===== src/rtl/i2c_write_sequencer.sv =====
// i2c_write_sequencer: walks a table of (device address, data) byte writes,
// launching each on an external byte-write engine and waiting for completion.
// Optional feature: define I2C_SEQ_RETRY_EN to retry a write that ends in an
// acknowledge error up to MAX_RETRIES extra times before failing.
module i2c_write_sequencer #(
  parameter int NUM_WRITES  = 3,
  parameter int TIMEOUT_CYC = 125000,
  parameter int MAX_RETRIES = 2
) (
  input  logic                    clk,
  input  logic                    reset,
  input  logic                    seq_start,
  input  logic [8*NUM_WRITES-1:0] seq_dev_adr,
  input  logic [8*NUM_WRITES-1:0] seq_reg_dat,
  input  logic                    i2c_wr_done,
  input  logic                    i2c_ack_err,
  output logic [7:0]              i2c_dev_adr,
  output logic [7:0]              i2c_reg_dat,
  output logic                    i2c_start_write,
  output logic                    sm_busy,
  output logic                    seq_done,
  output logic                    seq_error,
  output logic [3:0]              err_index
);

  localparam int TMO_W = $clog2(TIMEOUT_CYC + 1);

  // Reject table sizes the 4-bit index cannot address.
  if (NUM_WRITES < 1 || NUM_WRITES > 16 || MAX_RETRIES < 0) begin : g_param_chk
    $error("i2c_write_sequencer: NUM_WRITES must be 1..16, MAX_RETRIES >= 0");
  end

  typedef enum logic [2:0] {
    S_IDLE, S_LOAD, S_REQ, S_WAIT, S_CHECK, S_DONE, S_ERROR
  } state_t;

  state_t                         state_q, state_d;
  logic [NUM_WRITES-1:0][7:0]     snap_adr_q, snap_adr_d;
  logic [NUM_WRITES-1:0][7:0]     snap_dat_q, snap_dat_d;
  logic [3:0]                     idx_q, idx_d;
  logic [TMO_W-1:0]               tmo_q, tmo_d;
  logic [7:0]                     dev_adr_q, dev_adr_d;
  logic [7:0]                     reg_dat_q, reg_dat_d;
  logic                           start_q, start_d;
  logic                           busy_q, busy_d;
  logic                           done_q, done_d;
  logic                           err_q, err_d;
  logic [3:0]                     err_idx_q, err_idx_d;
  logic [7:0]                     cur_adr, cur_dat;

`ifdef I2C_SEQ_RETRY_EN
  localparam int RTY_W = (MAX_RETRIES > 0) ? $clog2(MAX_RETRIES + 1) : 1;
  logic [RTY_W-1:0]               retry_q, retry_d;
`endif

  // Select the snapshot entry for the current index (compare-mux keeps the
  // 4-bit index from over-reaching a smaller table).
  always_comb begin
    cur_adr = '0;
    cur_dat = '0;
    for (int k = 0; k < NUM_WRITES; k++) begin
      if (idx_q == 4'(k)) begin
        cur_adr = snap_adr_q[k];
        cur_dat = snap_dat_q[k];
      end
    end
  end

  // Next-state and registered-output logic; outputs follow the state being entered.
  always_comb begin
    state_d    = state_q;
    snap_adr_d = snap_adr_q;
    snap_dat_d = snap_dat_q;
    idx_d      = idx_q;
    tmo_d      = tmo_q;
    dev_adr_d  = dev_adr_q;
    reg_dat_d  = reg_dat_q;
    err_d      = err_q;
    err_idx_d  = err_idx_q;
`ifdef I2C_SEQ_RETRY_EN
    retry_d    = retry_q;
`endif
    case (state_q)
      S_IDLE: begin
        if (seq_start) begin
          snap_adr_d = seq_dev_adr;
          snap_dat_d = seq_reg_dat;
          idx_d      = '0;
          err_d      = 1'b0;
`ifdef I2C_SEQ_RETRY_EN
          retry_d    = '0;
`endif
          state_d    = S_LOAD;
        end
      end
      S_LOAD: begin
        dev_adr_d = cur_adr;
        reg_dat_d = cur_dat;
        state_d   = S_REQ;
      end
      S_REQ: begin
        tmo_d   = '0;
        state_d = S_WAIT;
      end
      S_WAIT: begin
        // Completion beats timeout; expiry lands in the TIMEOUT_CYC-th WAIT cycle.
        if (i2c_wr_done) begin
          if (!i2c_ack_err) begin
`ifdef I2C_SEQ_RETRY_EN
            retry_d = '0;
`endif
            state_d = S_CHECK;
          end else begin
`ifdef I2C_SEQ_RETRY_EN
            if (retry_q < RTY_W'(MAX_RETRIES)) begin
              retry_d = retry_q + 1'b1;
              state_d = S_REQ;
            end else begin
              state_d = S_ERROR;
            end
`else
            state_d = S_ERROR;
`endif
          end
        end else if (tmo_q >= TMO_W'(TIMEOUT_CYC - 1)) begin
          state_d = S_ERROR;
        end else if (tmo_q != TMO_W'(TIMEOUT_CYC)) begin
          tmo_d = tmo_q + 1'b1;
        end
      end
      S_CHECK: begin
        if (idx_q == 4'(NUM_WRITES - 1)) begin
          state_d = S_DONE;
        end else begin
          idx_d   = idx_q + 4'd1;
          state_d = S_LOAD;
        end
      end
      S_DONE:  state_d = S_IDLE;
      S_ERROR: state_d = S_IDLE;
      default: state_d = S_IDLE;
    endcase

    if (state_d == S_ERROR && state_q != S_ERROR) begin
      err_d     = 1'b1;
      err_idx_d = idx_q;
    end
    start_d = (state_d == S_REQ);
    done_d  = (state_d == S_DONE);
    busy_d  = (state_d == S_LOAD) || (state_d == S_REQ) ||
              (state_d == S_WAIT) || (state_d == S_CHECK);
  end

  // State, counter, snapshot and output registers.
  always_ff @(posedge clk or posedge reset) begin
    if (reset) begin
      state_q    <= S_IDLE;
      snap_adr_q <= '0;
      snap_dat_q <= '0;
      idx_q      <= '0;
      tmo_q      <= '0;
      dev_adr_q  <= '0;
      reg_dat_q  <= '0;
      start_q    <= 1'b0;
      busy_q     <= 1'b0;
      done_q     <= 1'b0;
      err_q      <= 1'b0;
      err_idx_q  <= '0;
    end else begin
      state_q    <= state_d;
      snap_adr_q <= snap_adr_d;
      snap_dat_q <= snap_dat_d;
      idx_q      <= idx_d;
      tmo_q      <= tmo_d;
      dev_adr_q  <= dev_adr_d;
      reg_dat_q  <= reg_dat_d;
      start_q    <= start_d;
      busy_q     <= busy_d;
      done_q     <= done_d;
      err_q      <= err_d;
      err_idx_q  <= err_idx_d;
    end
  end

`ifdef I2C_SEQ_RETRY_EN
  // Retry counter for the write in flight.
  always_ff @(posedge clk or posedge reset) begin
    if (reset) retry_q <= '0;
    else       retry_q <= retry_d;
  end
`endif

  assign i2c_dev_adr     = dev_adr_q;
  assign i2c_reg_dat     = reg_dat_q;
  assign i2c_start_write = start_q;
  assign sm_busy         = busy_q;
  assign seq_done        = done_q;
  assign seq_error       = err_q;
  assign err_index       = err_idx_q;

endmodule


===== config.mk =====
export PLATFORM = sky130hd
export DESIGN_NAME = i2c_write_sequencer
export DESIGN_NICKNAME = d
export VERILOG_FILES = /design/src/rtl/i2c_write_sequencer.sv
export SDC_FILE = /design/constraint.sdc
export NUM_CORES = 1
export LEC_CHECK = 0
export CAP_MARGIN = 25
export CORE_AREA = 2 2 99 101
export DETAILED_ROUTE_END_ITERATION = 12
export DIE_AREA = 0 0 101 103
export MAX_ROUTING_LAYER = met4
export PLACE_DENSITY = 0.74
export SLEW_MARGIN = 30
export SYNTH_ARGS = -nofsm -noshare
export SYNTH_HDL_FRONTEND = slang
export SYNTH_SLANG_ARGS = --single-unit

===== constraint.sdc =====
create_clock -name clk -period 3.1 [get_ports clk]
set_input_delay 0.465 -clock clk [delete_from_list [all_inputs] [get_ports clk]]
set_output_delay 0.465 -clock clk [all_outputs]
set_load 0.01 [all_outputs]

**After elaboration in Yosys (flattened, before gate mapping)**

Cells that the tools add are included.

- Logic and storage cells: 74
- Bits in latches: 0
- Bits in read-only memories: 0
- Bits of input ports: 53
- Memory bits (writable): 0
- Memories: 0
- Flip-flop bits (word level): 96

- Magnitude comparators: 1
- $add $sub $neg: 2
- $mul: 0
- Mux-type cells: 22
- Shifts and indexed selects: 0
- Equality and inequality tests: 19
- Divide/modulo/power cells: 0
- Bitwise operators: 0
- Reduce and logical (&&, ||, !) cells: 14

Operators by type and width:

| kind | count |
|---|---|
| 17-bit two-way mux | 3 |
| 8-bit two-way mux | 6 |
| 17-bit one-hot mux with 2 select lines | 1 |
| 17-bit by 1-bit adder with 17-bit output, second input constant | 1 |
| 17-bit >= comparator, second input constant | 1 |
| 17-bit inequality test, second input constant | 1 |
| 3-bit one-hot mux with 5 select lines | 1 |
| 3-bit by 2-bit equality test with 1-bit output, second input constant | 4 |
| 3-bit equality test, second input constant | 4 |
| 3-bit two-way mux | 4 |
| 2-bit inequality test, second input constant | 5 |
| 4-bit two-way mux | 2 |
| 4-bit one-hot mux with 2 select lines | 1 |
| 2-bit nonzero test | 4 |
| 3-bit by 1-bit equality test with 1-bit output, second input constant | 2 |
| 4-bit by 1-bit adder with 4-bit output, second input constant | 1 |
| 4-bit by 1-bit equality test with 1-bit output, second input constant | 1 |
| 4-bit by 2-bit equality test with 1-bit output, second input constant | 1 |
| 4-bit logical NOT | 1 |
| 2-bit AND reduction | 2 |
| 4-bit AND reduction | 1 |
| 3-bit logical NOT | 1 |
| 1-bit logical OR | 3 |
| 1-bit two-way mux | 3 |
| other kinds (4) | 4 |

**Logic depth before layout (Yosys ltp)**

- Word-level depth: 8
- Depth in mapped cells: 9

**Least setup slack after synthesis**

OpenSTA, ideal clock, no wires.

- Kind: flip-flop to flip-flop
- From: reg tmo_q[7]
- To: reg err_idx_q[0] (netlist: err_index[0])
- Arrival: 2.002 ns
- Cell stages (with the launch flop): 8
- Library setup time: 0.125 ns
- Setup slack: 0.973 ns
- Buffers on the path: 1
- Data required time: 2.975 ns
- Cells stage by stage: dfrtp_1 -> nor4_1 -> nor3b_2 -> o211ai_1 -> or2_2 -> buf_2 -> nand4_1 -> mux2_2

- Cells in the longest elaborated chain, start to end: 6

Ends and longest elaborated chain:

| what | line | text |
|---|---|---|
| from (decl) | 41 | `logic [TMO_W-1:0] tmo_q, tmo_d;` |
| from (signal assigned) | 174 | `tmo_q <= tmo_d;` |
| 17-bit >= comparator | 125 | `end else if (tmo_q >= TMO_W'(TIMEOUT_CYC - 1)) begin` |
| 3-bit two-way mux | 125 |  |
| 3-bit two-way mux | 107 | `if (i2c_wr_done) begin` |
| 3-bit one-hot mux with 5 select lines | 83 | `case (state_q)` |
| 3-bit equality test | 144 | `if (state_d == S_ERROR && state_q != S_ERROR) begin` |
| 1-bit logical AND | 144 |  |
| to (signal assigned) | 181 | `err_idx_q <= err_idx_d;` |
| to (decl) | 48 | `logic [3:0] err_idx_q, err_idx_d;` |

No other way between the ends.
A chain may end at the register's enable or synchronous reset.

**Worst setup path after layout**

- From: reg tmo_q[7]
- To: reg tmo_q[10]

- Cells in the longest elaborated chain, start to end: 5

Ends and longest elaborated chain:

| what | line | text |
|---|---|---|
| 17-bit by 1-bit adder with 17-bit output | 128 | `tmo_d = tmo_q + 1'b1;` |
| 17-bit two-way mux | 127 | `end else if (tmo_q != TMO_W'(TIMEOUT_CYC)) begin` |
| 17-bit two-way mux | 125 |  |
| 17-bit two-way mux | 107 |  |
| 17-bit one-hot mux with 2 select lines | 83 |  |

Several ways; a longest one is shown, not always the timed one. The select of a mux whose other input is x is not followed.

==> flow_metrics.env <==
export IMPL_num_nets_final=517
export IMPL_post_cts_buffers=0
export IMPL_clock_sinks=96
export IMPL_powerDensity_nw_per_um2=873
export IMPL_cts_buffer_depth=2
export IMPL_cap_violations=0
export IMPL_cts_resized=0
export IMPL_coreArea_um2=9460
export IMPL_grt_pass1_vias=3368
export IMPL_port_buffers=76
export IMPL_finalSetupTns_ns=0
export IMPL_num_vias=3353
export IMPL_synthMuxAreaShare=0.135
export IMPL_viasPerCell=5.81
export IMPL_yosys_warnings=0
export IMPL_setup_viol=0
export IMPL_rows=36
export IMPL_first_iter_violations=151
export IMPL_antenna_found_initial=0
export IMPL_clock_latency_ns=0.36
export IMPL_ys_ff_latch=96
export IMPL_htreeDepth=3
export IMPL_synth_compound_area_frac=0.139
export IMPL_netlist_area_leader_share=0.543
export IMPL_numCtsBuffers=9
export IMPL_synth_area_leaders="dfrtp_1 (54%), mux2_2 (14%), o31ai_1 (4.2%)"
export IMPL_routedWlPerCell_um=16.7
export IMPL_fill_cells=796
export IMPL_synthToLayoutAreaGrowth_pct=24.0
export IMPL_cp_data_required_time_ns=3.37
export IMPL_antenna_left=0
export IMPL_start_util=0.467
export IMPL_synth_xor_area_frac=0
export IMPL_fin_util=0.580
export IMPL_outcome="completed"
export IMPL_die_x_um=101
export IMPL_yosysTopAreaCell="dfrtp_1"
export IMPL_rsz0062_at_grt="false"
export IMPL_grt_max_degree=66
export IMPL_synth_yosys_seq_area_share=0.543
export IMPL_drc=0
export IMPL_regArea_um2=2400
export IMPL_crit_fanout=23
export IMPL_hold_viol=0
export IMPL_fin_crit_ns=2.50
export IMPL_place_hpwl_mm=6.54
export IMPL_hold_class="in2async"
export IMPL_ios=77
export IMPL_grt_pass1_wl_mm=16.2
export IMPL_synth_cells=390
export IMPL_critPathLaunchType="flop"
export IMPL_first_pass_iters=4
export IMPL_dpl_cell_area_um2=5300
export IMPL_period_share=0.805
export IMPL_postSynthAreaPerCell_um2=11.3
export IMPL_drive_gt1_frac=0.175
export IMPL_gp_congestion=0.861
export IMPL_syn_nets=449
export IMPL_crit_type="reg2reg"
export IMPL_drt_total_wl_mm=9.62
export IMPL_worst_slew_pin_slew_ns=0.843
export IMPL_dieArea_um2=10400
export IMPL_tritoncts="built"
export IMPL_synth_top_family_by_area="compound AO/OA/AOI/OAI gates"
export IMPL_clk_pin_slew_ns=0.10
export IMPL_final_cell_area_um2=5480
export IMPL_antenna_cells=0
export IMPL_grt_usage=0.205
export IMPL_irDropWorstVdd_mv=0.414
export IMPL_post_synth_num_cell_types=44
export IMPL_fmax_mhz=401
export IMPL_synth_simple_area_share=0.131
export IMPL_fp_dieH_um=103
export IMPL_grt_overflow=0
export IMPL_slew_headroom=0.436
export IMPL_arrival_ns=2.77
export IMPL_multi_input_area_um2=1880
export IMPL_netlist_area_um2=4420
export IMPL_synthAdderAreaFrac=0.0170
export IMPL_crit_path_end_kind="flop"
export IMPL_slew_violations=0
export IMPL_skew_ns=0.0130
export IMPL_clockRootBuffer="clkbuf_8"
export IMPL_holdBufCountCts=0
export IMPL_p_leak_uw=0.00228
[synth_stat cells (all sizes together)]
cell and instances:
and4 1, a21o 1, buf 6, nor2b 1, a32oi 1, and3 4
nand2 31, a22o 5, nand4 5, or4 8, a221oi 16, o21ai 13
or2 1, a211o 1, a211oi 1, mux2 53, dfrtp 96, nand2b 5
and4b 2, inv 12, nor3 2, nor2 29, nor3b 1, o21a 4
nor4 2, nand3 8, or3 6, o211ai 1, a311oi 1, a21oi 12
o221a 1, o41ai 1, and2 3, o31ai 25, ha 6, o311ai 1
nor4b 3, clkbuf 19, or3b 1, a32o 1
[worst max-delay path, stage by stage, from the launching register on]
cell and delay [ns]:
dfrtp_1 0.46, nor4_1 0.37, nor3b_2 0.25, o21ai_1 0.09, a211o_1 0.51, or4_1 0.59
a21oi_1 0.15
[report_power, final]
group	leakage (uW)	total [uW]	internal (uW)	switching [uW]
registers	0.00121	2090	1740	346
clock network	0.0000822	764	319	445
logic	0.000986	1940	999	940
[worst paths after layout]
| path | cells past startpoint | end | start | slack, ns |
|---|---|---|---|---|
| max in group asynchronous | 3 | snap_adr_q[23] | reset | 1.92 |
| max | 6 | tmo_q[10] | tmo_q[7] | 0.60 |
| min in group clk | 2 | i2c_reg_dat[6] | i2c_reg_dat[6] | 0.49 |
| min reg2reg | 2 | i2c_reg_dat[6] | i2c_reg_dat[6] | 0.49 |
| min | 2 | i2c_start_write | reset | 0.46 |
| max reg2reg | 6 | tmo_q[10] | tmo_q[7] | 0.60 |
[final cells by class]
cell class	count	area share
Tap cell	114	0.0260
Clock inverter	5	0.00730
Timing Repair Buffer	82	0.152
Sequential cell	96	0.438
Inverter	12	0.00844
Multi-Input combinational cell	257	0.343
Clock buffer	11	0.0258
[registers in the layout, indices dropped and copies added (netlist names)]
name             flops
snap_adr_q          24
i2c_reg_dat          8
seq_error            1
state_q              3
snap_dat_q          24
i2c_dev_adr          8
seq_done             1
err_index            4
tmo_q               17
sm_busy              1
idx_q                4
i2c_start_write      1
[stage by stage]
| step | cells | power (uW) | hold WS, ns | setup slack, ns |
|---|---|---|---|---|
| after floorplan | 390 | 3350 | 0.443 | 0.130 |
| after global placement | 561 | 3990 | 0.460 | 0.713 |
| after detailed placement | 561 | 4060 | 0.470 | 0.636 |
| after CTS | 577 | 4840 | 0.471 | 0.617 |
| after global routing | 577 | 5150 | 0.506 | 0.465 |
| final | 577 | 4790 | 0.458 | 0.605 |
[per-layer routing]
| metal | wire [um] | up-vias | track usage | share of wire |
|---|---|---|---|---|
| met2 | 4810 | 84 | 0.335 | 0.50 |
| li1 | - | 1579 | - | - |
| met4 | 80 | 0 | 0.0530 | 0.0083 |
| met1 | 4230 | 1681 | 0.258 | 0.44 |
| met3 | 497 | 9 | 0.0508 | 0.052 |
| met5 | 0 | - | - | 0 |
[kinds of logic (layout without fill, tap and decap cells)]
logic type	Yosys count	count (layout)
AO/OA/AOI/OAI	85	85
adder cells (fa/ha/maj)	6	6
buffers and inverters	37	110
flip-flops	96	96
multiplexers	53	53
AND/OR/NAND/NOR	113	113
[cells in the final DEF (no fill, tap or decap), types with 2 or more instances in the layout]
cell,synthesis,final
a21oi_1,12,12
a221oi_1,16,16
a22o_1,5,5
and2_1,2,2
and3_1,4,4
and4b_1,2,2
buf_12,0,2
buf_4,0,4
clkbuf_8,0,10
clkdlybuf4s50_1,0,76
clkinvlp_4,0,3
dfrtp_1,96,96
ha_1,6,6
inv_1,12,11
mux2_2,53,53
nand2_1,31,31
nand2b_1,5,5
nand3_1,8,8
nand4_1,5,5
nor2_1,29,29
nor3_1,2,2
nor4_1,2,2
nor4b_2,0,2
o21a_1,4,4
o21ai_0,12,12
o31ai_1,25,25
or3_1,6,6
or4_1,8,8
(Power assumes the default switching activity.)
